`config.mk`:
```
export PLATFORM = sky130hd
export DESIGN_NAME = pcs_rx_sync
export DESIGN_NICKNAME = d
export VERILOG_FILES = /design/src/rtl/pcs_rx_sync.sv
export SDC_FILE = /design/constraint.sdc
export NUM_CORES = 1
export LEC_CHECK = 0
export CORE_ASPECT_RATIO = 1.1
export CORE_MARGIN = 2
export CORE_UTILIZATION = 48
export CTS_BUF_LIST = sky130_fd_sc_hd__clkbuf_4 sky130_fd_sc_hd__clkbuf_8
export DETAILED_ROUTE_END_ITERATION = 8
export PLACE_DENSITY = 0.78
export SLEW_MARGIN = 0
export SYNTH_ARGS = -nofsm -noshare
export SYNTH_HDL_FRONTEND = slang
export SYNTH_SLANG_ARGS = --single-unit
```
`constraint.sdc`:
```
create_clock -name GTX_CLK -period 4.8 [get_ports GTX_CLK]
set_clock_uncertainty 0.1 [all_clocks]
set_input_delay 0.72 -clock GTX_CLK [delete_from_list [all_inputs] [get_ports GTX_CLK]]
set_output_delay 0.72 -clock GTX_CLK [all_outputs]
set_load 0.01 [all_outputs]
```
`src/rtl/pcs_rx_sync.sv`:
```
// pcs_rx_sync: 1000BASE-X PCS receive synchronization.
// Takes one 10-bit code group per clock from the PMA or from loopback.
// Finds comma alignment, then keeps checking code-group validity to
// decide whether the link is synchronized. The group is forwarded with
// its even/odd tag and sync_status.
module pcs_rx_sync #(
   parameter int GOOD_CGS_LIMIT = 3
) (
   input  logic       GTX_CLK,
   input  logic       mr_main_reset,
   input  logic [9:0] PUDI,
   input  logic       signal_detect,
   output logic [9:0] SUDI,
   output logic       rx_even,
   output logic       sync_status,
   output logic       rx_disparity
);

   // Special code groups in their RD- form. The RD+ forms are the bitwise
   // complements, so a complement compare covers both.
   localparam logic [9:0] SPECIAL_CODE_K23_7    = 10'b1110101000;
   localparam logic [9:0] SPECIAL_CODE_K27_7    = 10'b1101101000;
   localparam logic [9:0] SPECIAL_CODE_K29_7    = 10'b1011101000;
   localparam logic [9:0] SPECIAL_CODE_K30_7    = 10'b0111101000;
   localparam logic [9:0] SPECIAL_CODE_K28_5_10B = 10'b0011111010;

   localparam logic [1:0] GOOD_LIMIT = 2'(GOOD_CGS_LIMIT);

   typedef enum logic [3:0] {
      LOSS_OF_SYNC,
      COMMA_DETECT_1, ACQUIRE_SYNC_1,
      COMMA_DETECT_2, ACQUIRE_SYNC_2,
      COMMA_DETECT_3,
      SYNC_ACQUIRED_1,
      SYNC_ACQUIRED_2, SYNC_ACQUIRED_2A,
      SYNC_ACQUIRED_3, SYNC_ACQUIRED_3A,
      SYNC_ACQUIRED_4, SYNC_ACQUIRED_4A
   } state_t;

   state_t     state, state_nxt;
   logic [1:0] good_cgs;
   logic [3:0] ones;
   logic       invalid, comma, special, data, cgbad, at_limit;

   function automatic logic match(input logic [9:0] cg, input logic [9:0] code);
      return (cg == code) || (cg == ~code);
   endfunction

   // Classify the incoming group against the current running disparity.
   always_comb begin
      ones    = 4'($countones(PUDI));
      invalid = (ones < 4'd4) || (ones > 4'd6) ||
                ((ones == 4'd6) && rx_disparity) ||
                ((ones == 4'd4) && !rx_disparity);
      comma   = (PUDI[9:3] == 7'b0011111) || (PUDI[9:3] == 7'b1100000);
      special = comma ||
                match(PUDI, SPECIAL_CODE_K23_7) ||
                match(PUDI, SPECIAL_CODE_K27_7) ||
                match(PUDI, SPECIAL_CODE_K29_7) ||
                match(PUDI, SPECIAL_CODE_K30_7) ||
                match(PUDI, SPECIAL_CODE_K28_5_10B);
      data    = !invalid && !special;
      // A comma arriving while the previous group was even sits in odd position.
      cgbad   = invalid || (comma && rx_even);
      at_limit = (good_cgs == GOOD_LIMIT);
   end

   // Next-state selection; loss of signal overrides every other transition.
   always_comb begin
      state_nxt = LOSS_OF_SYNC;
      if (signal_detect) begin
         case (state)
            LOSS_OF_SYNC:     state_nxt = comma ? COMMA_DETECT_1 : LOSS_OF_SYNC;
            COMMA_DETECT_1:   state_nxt = data ? ACQUIRE_SYNC_1 : LOSS_OF_SYNC;
            ACQUIRE_SYNC_1:   state_nxt = cgbad ? LOSS_OF_SYNC :
                                          comma ? COMMA_DETECT_2 : ACQUIRE_SYNC_1;
            COMMA_DETECT_2:   state_nxt = data ? ACQUIRE_SYNC_2 : LOSS_OF_SYNC;
            ACQUIRE_SYNC_2:   state_nxt = cgbad ? LOSS_OF_SYNC :
                                          comma ? COMMA_DETECT_3 : ACQUIRE_SYNC_2;
            COMMA_DETECT_3:   state_nxt = data ? SYNC_ACQUIRED_1 : LOSS_OF_SYNC;
            SYNC_ACQUIRED_1:  state_nxt = cgbad ? SYNC_ACQUIRED_2 : SYNC_ACQUIRED_1;
            SYNC_ACQUIRED_2:  state_nxt = cgbad ? SYNC_ACQUIRED_3 : SYNC_ACQUIRED_2A;
            SYNC_ACQUIRED_3:  state_nxt = cgbad ? SYNC_ACQUIRED_4 : SYNC_ACQUIRED_3A;
            SYNC_ACQUIRED_4:  state_nxt = cgbad ? LOSS_OF_SYNC : SYNC_ACQUIRED_4A;
            SYNC_ACQUIRED_2A: state_nxt = cgbad ? SYNC_ACQUIRED_3 :
                                          at_limit ? SYNC_ACQUIRED_1 : SYNC_ACQUIRED_2A;
            SYNC_ACQUIRED_3A: state_nxt = cgbad ? SYNC_ACQUIRED_4 :
                                          at_limit ? SYNC_ACQUIRED_2 : SYNC_ACQUIRED_3A;
            SYNC_ACQUIRED_4A: state_nxt = cgbad ? LOSS_OF_SYNC :
                                          at_limit ? SYNC_ACQUIRED_3 : SYNC_ACQUIRED_4A;
            default:          state_nxt = LOSS_OF_SYNC;
         endcase
      end
   end

   // State, alignment tag, good-group counter, disparity and output registers.
   always_ff @(posedge GTX_CLK) begin
      if (mr_main_reset) begin
         state        <= LOSS_OF_SYNC;
         good_cgs     <= 2'd0;
         SUDI         <= 10'd0;
         rx_even      <= 1'b0;
         sync_status  <= 1'b0;
         rx_disparity <= 1'b0;
      end else begin
         state <= state_nxt;
         SUDI  <= PUDI;

         // Disparity follows every group, valid or not; neutral groups hold it.
         if (ones > 4'd5)      rx_disparity <= 1'b1;
         else if (ones < 4'd5) rx_disparity <= 1'b0;

         // A detected comma defines even position; otherwise just alternate.
         case (state_nxt)
            COMMA_DETECT_1, COMMA_DETECT_2, COMMA_DETECT_3: rx_even <= 1'b1;
            default:                                         rx_even <= ~rx_even;
         endcase

         // Counter restarts on entry to a degraded level and counts each
         // good group spent in the matching recovery state, entry included.
         case (state_nxt)
            SYNC_ACQUIRED_2, SYNC_ACQUIRED_3, SYNC_ACQUIRED_4:
               good_cgs <= 2'd0;
            SYNC_ACQUIRED_2A, SYNC_ACQUIRED_3A, SYNC_ACQUIRED_4A:
               good_cgs <= good_cgs + 2'd1;
            default:
               good_cgs <= good_cgs;
         endcase

         case (state_nxt)
            SYNC_ACQUIRED_1,
            SYNC_ACQUIRED_2, SYNC_ACQUIRED_2A,
            SYNC_ACQUIRED_3, SYNC_ACQUIRED_3A,
            SYNC_ACQUIRED_4, SYNC_ACQUIRED_4A: sync_status <= 1'b1;
            default:                           sync_status <= 1'b0;
         endcase
      end
   end

endmodule

```
Yosys cells after proc, flatten, opt, wreduce, memory -nomap -nowiden
Cells that the tools add are included.
- register bits: 19
- word-level logic and storage cells: 112
- input port bits: 13
- output and inout port bits: 13
- magnitude comparators: 4
- add/subtract/negate cells: 10
- muxes and demuxes: 25
- equality and inequality tests: 37
- bitwise logic cells: 1
- reduce and logical (&&, ||, !) cells: 29
- operators by type and width (kind ; count):
    $pmux 4 s13 ; 1
    $eq 10x10->1 const B ; 5
    $eq 4x4->1 const B ; 10
    $eq 4x3->1 const B ; 9
    $mux 4 ; 7
    $eq 10x8->1 const B ; 2
    $eq 10x9->1 const B ; 2
    $logic_or 1x1->1 ; 15
    $eq 4x2->1 const B ; 3
    $mux 3 ; 4
    $add 1x1->2 ; 5
    $eq 10x7->1 const B ; 1
    $mux 1 ; 10
    $reduce_or 3->1 ; 3
    $eq 4x1->1 const B ; 2
    $gt 4x3->1 const B ; 2
    $lt 4x3->1 const B ; 2
    $eq 7x5->1 const B ; 1
    $eq 7x7->1 const B ; 1
    $reduce_or 7->1 ; 1
    $add 2x2->3 ; 2
    $add 3x3->4 ; 1
    $add 4x2->4 ; 1
    $logic_and 1x1->1 ; 4
    8 further kinds ; 12

Depth between registers and ports, before layout
- depth after elaboration: 16
- depth in mapped cells: 16
- gate-level depth less buffers: 15

Worst setup path after synthesis
OpenSTA, ideal clock, no wires.
- kind: input to register
- from: input port PUDI[0]
- to: register good_cgs[1]
- data arrival time: 4767 ps
- required time: 4588 ps
- setup time: 112 ps
- path slack: -180 ps
- stages: 15
- path buffers: 0
- path through: inv_1 fa_1 fa_1 fa_1 inv_1 ha_1 inv_1 fa_1 nor3_1 nor2_1 nor3_4 o311ai_1 a311oi_2 or3b_1 a2111oi_1
- longest elaborated chain between the ends: 16
- elaborated cells between the ends (all ways): 61
- classes of those cells: add/sub: 4; order compare: 2; eq/ne: 18; mux: 15; reduce/logical: 22
- RTL lines (item ; line ; text):
    start, declared ; 11 ; input logic [9:0] PUDI,
    $add 1x1->2 (not written as such) ; 51 ; ones = 4'($countones(PUDI));
    $add 2x2->3 (not written as such) ; 51 ;
    $add 3x3->4 (not written as such) ; 51 ;
    $add 4x2->4 (not written as such) ; 51 ;
    $lt 4x3->1 (tied with other cells) ; 52 ; invalid = (ones < 4'd4) || (ones > 4'd6) ||
    $logic_or 1x1->1 / $logic_and 1x1->1 (equally long branches) ; 52, 53 ;
    $logic_or 1x1->1 ; 52 ;
    $logic_or 1x1->1 ; 53 ; ((ones == 4'd6) && rx_disparity) ||
    $logic_not 1->1 ; 62 ; data = !invalid && !special;
    $logic_and 1x1->1 ; 62 ;
    $mux 3 (tied with other cells) ; 80 ; COMMA_DETECT_3: state_nxt = data ? SYNC_ACQUIRED_1 : LOSS_OF_SYNC;
    $pmux 4 s13 (*) ; 72 ; case (state)
    $mux 4 (*) ; 71 ; if (signal_detect) begin
    $eq 4x4->1 / $eq 4x3->1 (equally long branches) ; 121 ; case (state_nxt)
    $reduce_or 3->1 ; 121 ;
    $pmux 2 s2 / $reduce_bool 2->1 (equally long branches) ; -- ;
    end signal, assigned ; 125 ; good_cgs <= good_cgs + 2'd1;
    end signal, assigned ; 127 ; good_cgs <= good_cgs;
    end, declared ; 41 ; logic [1:0] good_cgs;
Mark *: on every way between the ends. The rest lies on a longest branch, timed or not.
A chain may end at the register's enable or synchronous reset.

Final worst setup path
- from: input port PUDI[5]
- to: register good_cgs[1]
Same word-level chain as after synthesis.

==> results.cfg <==
[logic_synthesis]
ys_dominant_reg_cell = dfxtp_1
synth_edf_count = 0
async_flop_share_pct = 0
ys_seq_area_share_pct = 28.1
syn_area_sq_mm = 0.00135
syn-mean-instance-area_sq_um = 8.10
yosys_register_bits = 19
ys_types = 44
syn-num-nets = 191
synthesis.instances = 167
yosys_warnings = 0

[timing]
setup_violations = 0
relSlewSlack_pct = 50.5
post-route-min-period_ps = 4800
slew_viol_final = 0
min_period_over_period_pct = 99.9
tns_ps = 0
hold_violations = 0
tightest_slew_ps = 735
rsz0062_at_grt = yes
fmax_mhz = 209

[clocking]
hold_buffers = 0
cts_buffers = 3
cts_tree = yes
cts_htree_levels = 1
cts_max_path_buffers = 2
clk_pin_slew_ps = 110
clockRootBuffer = clkbuf_4
insertion_delay_ps = 310
cts_sinks = 19

[power_and_ir_drop]
p_int_mw = 0.360
p_leak_nw = 0.778
power_frac_comb_pct = 55.4
irDropWorstVdd_uv = 262
p_total_mw = 0.586
p_seq_share_pct = 30.0
p_clk_share_pct = 14.7
netSwitchingPower_mw = 0.226
swShare_pct = 38.6
p_per_area_mw_per_mm2 = 301

[job]
max_cap_viol_count = 0

[final_layout]
num-nets-final = 239
drive_above_1_share_pct = 29.4
fin_area_sq_mm = 0.00194
utilization_pct = 71.3
final_cells = 247
fillers = 210
area_delta_synth_final_pct = 43.8
antenna_cells = 0

[placed_design]
place_area_sq_mm = 0.00179
dpl.hpwl_mm = 2.67
placedCellCount = 240
gp_congestion = 0.903
portBuffers = 25

[global_routing]
grt.overflow.total = 0
grt_pass1_wl_mm = 5.57
antenna_found_initial = 0
grt_pass1_vias = 1349
grt_use_total_pct = 23.6
grt_max_degree = 17

[route]
via_per_inst = 5.61
firstDrtPassIters = 4
dr.first_iter.drc_count = 25
num_vias = 1385
drc = 0
wl_per_cell_um = 14.5
drtAntennaViolNets = 0
routed_wl_mm = 3.57

[floorplanning]
ios = 26
core_sq_mm = 0.00273
die_x_um = 54.6
start_util_pct = 49.6
die_y_um = 59.7
rows = 20
dieArea_sq_mm = 0.00326

[setup_path]
rr_startpoint = state[2]
cp_data_arrival_time_ps = 4870
worstPathRequired_ps = 4870
worstSetupEndpointType = flop
cp-endpoint = good_cgs[1]
crit-reg2reg-capture = good_cgs[1]
startpoint_type = primary input
critPathKind = primary input to flop
regToRegSetupSlack_ps = 2270
startpoint = PUDI[5]
crit_fanout = 3
r2r_cells = 7

[status]
status = completed

[hold_path]
worst_hold_path_type = flop to flop
==> final cells by class <==
| type | instances | area, sq um | area share, % |
|---|---|---|---|
| repair buffers | 50 | 422 | 21.7 |
| clock inverters | 1 | 5.00 | 0.257 |
| clock buffers | 3 | 22.5 | 1.16 |
| well taps | 33 | 41.3 | 2.12 |
| multi-input cells | 126 | 1020 | 52.3 |
| flip-flops and latches | 19 | 380 | 19.6 |
| inverters | 15 | 56.3 | 2.90 |
==> logic make-up after synthesis <==
kind of cell,count (synthesis),share of synthesized area (%)
fa+ha+maj,11,13.5
simple gates,77,31.9
compound gates,34,17.5
mux,1,0.740
buf+inv,22,6.29
xor+xnor,3,1.94
flops,19,28.1
==> metrics by stage <==
step | hold WS, ps | setup slack, ps
6_report | 430 | 4.05
5_1_grt | 457 | -84.0
4_1_cts | 392 | 3.37
3_5_place_dp | 375 | -726
3_3_place_gp | 364 | -601
2_1_floorplan | 339 | 2.13
==> power by group through the flow <==
stage	Combinational (mW)	Clock [mW]	Sequential (mW)
final	0.324	0.0860	0.176
after global routing	0.353	0.0964	0.178
after CTS	0.278	0.0899	0.175
after detailed placement	0.260	0	0.178
after global placement	0.251	0	0.178
after floorplan	0.153	0	0.181
==> per-layer routing <==
metal / track usage [%] / share of wire (%) / vias to the layer above
li1: - / - / 684
met1: 25.4 / 38 / 641
met2: 43.9 / 54 / 49
met3: 3.00 / 5.4 / 11
met4: 11.1 / 2.7 / 0
met5: 0 / 0 / -
==> worst max-delay path, cell delays in order <==
cell,delay (ps)
buf_6,100
fa_1,540
inv_2,40
fa_1,520
fa_1,420
inv_1,70
ha_2,180
inv_2,40
fa_2,610
o21a_1,180
buf_6,120
or2_4,120
nand3_1,160
nor4_2,370
o22ai_1,140
buf_4,160
a311oi_2,320
a2111oi_4,70
==> registers in the layout, summed over array words and instances (netlist names) <==
register and flops:
state 4, rx_even 1, SUDI 10, good_cgs 2, sync_status 1, rx_disparity 1
==> synthesized netlist by cell type (5+ instances only) <==
| cell | number | area, sq um |
|---|---|---|
| nor2_1 | 24 | 90.1 |
| dfxtp_1 | 19 | 380 |
| inv_1 | 15 | 56.3 |
| a21oi_1 | 9 | 45.0 |
| nand2_1 | 9 | 33.8 |
| nor2b_1 | 7 | 43.8 |
| fa_1 | 6 | 120 |
| clkbuf_1 | 5 | 18.8 |
| ha_1 | 5 | 62.6 |
| nand2b_1 | 5 | 31.3 |
| nand3_1 | 5 | 25.0 |
==> how the worst min path moves through the flow <==
stage,start,to,slack [ps],depth (start not counted)
final,good_cgs[1],good_cgs[1],430,2
after global routing,good_cgs[1],good_cgs[1],460,2
after CTS,good_cgs[1],good_cgs[1],390,2
after detailed placement,good_cgs[1],good_cgs[1],370,2
after floorplan,good_cgs[1],good_cgs[1],340,2
after global placement,good_cgs[1],good_cgs[1],360,2
==> placed cells by master, fill, tap and decap left out, drive strengths merged, types with 3 or more instances in the layout <==
cell type      instances
a21oi                  9
nor2                  24
clkdlybuf4s50         19
buf                   31
a31oi                  4
nor4                   3
and2                   4
nor3                   4
nand4                  3
clkbuf                 3
o21ai                  4
nand2b                 5
dfxtp                 19
nand3                  5
inv                   15
fa                     6
or2                    3
nor2b                  7
nand2                  9
ha                     5
==> timing repair <==
action	CTS	global route
resized for setup	33	18
setup endpoints to repair	4	3
pin swaps	10	13
setup buffers	2	1
Note: power is estimated with default switching activity, not from simulation.
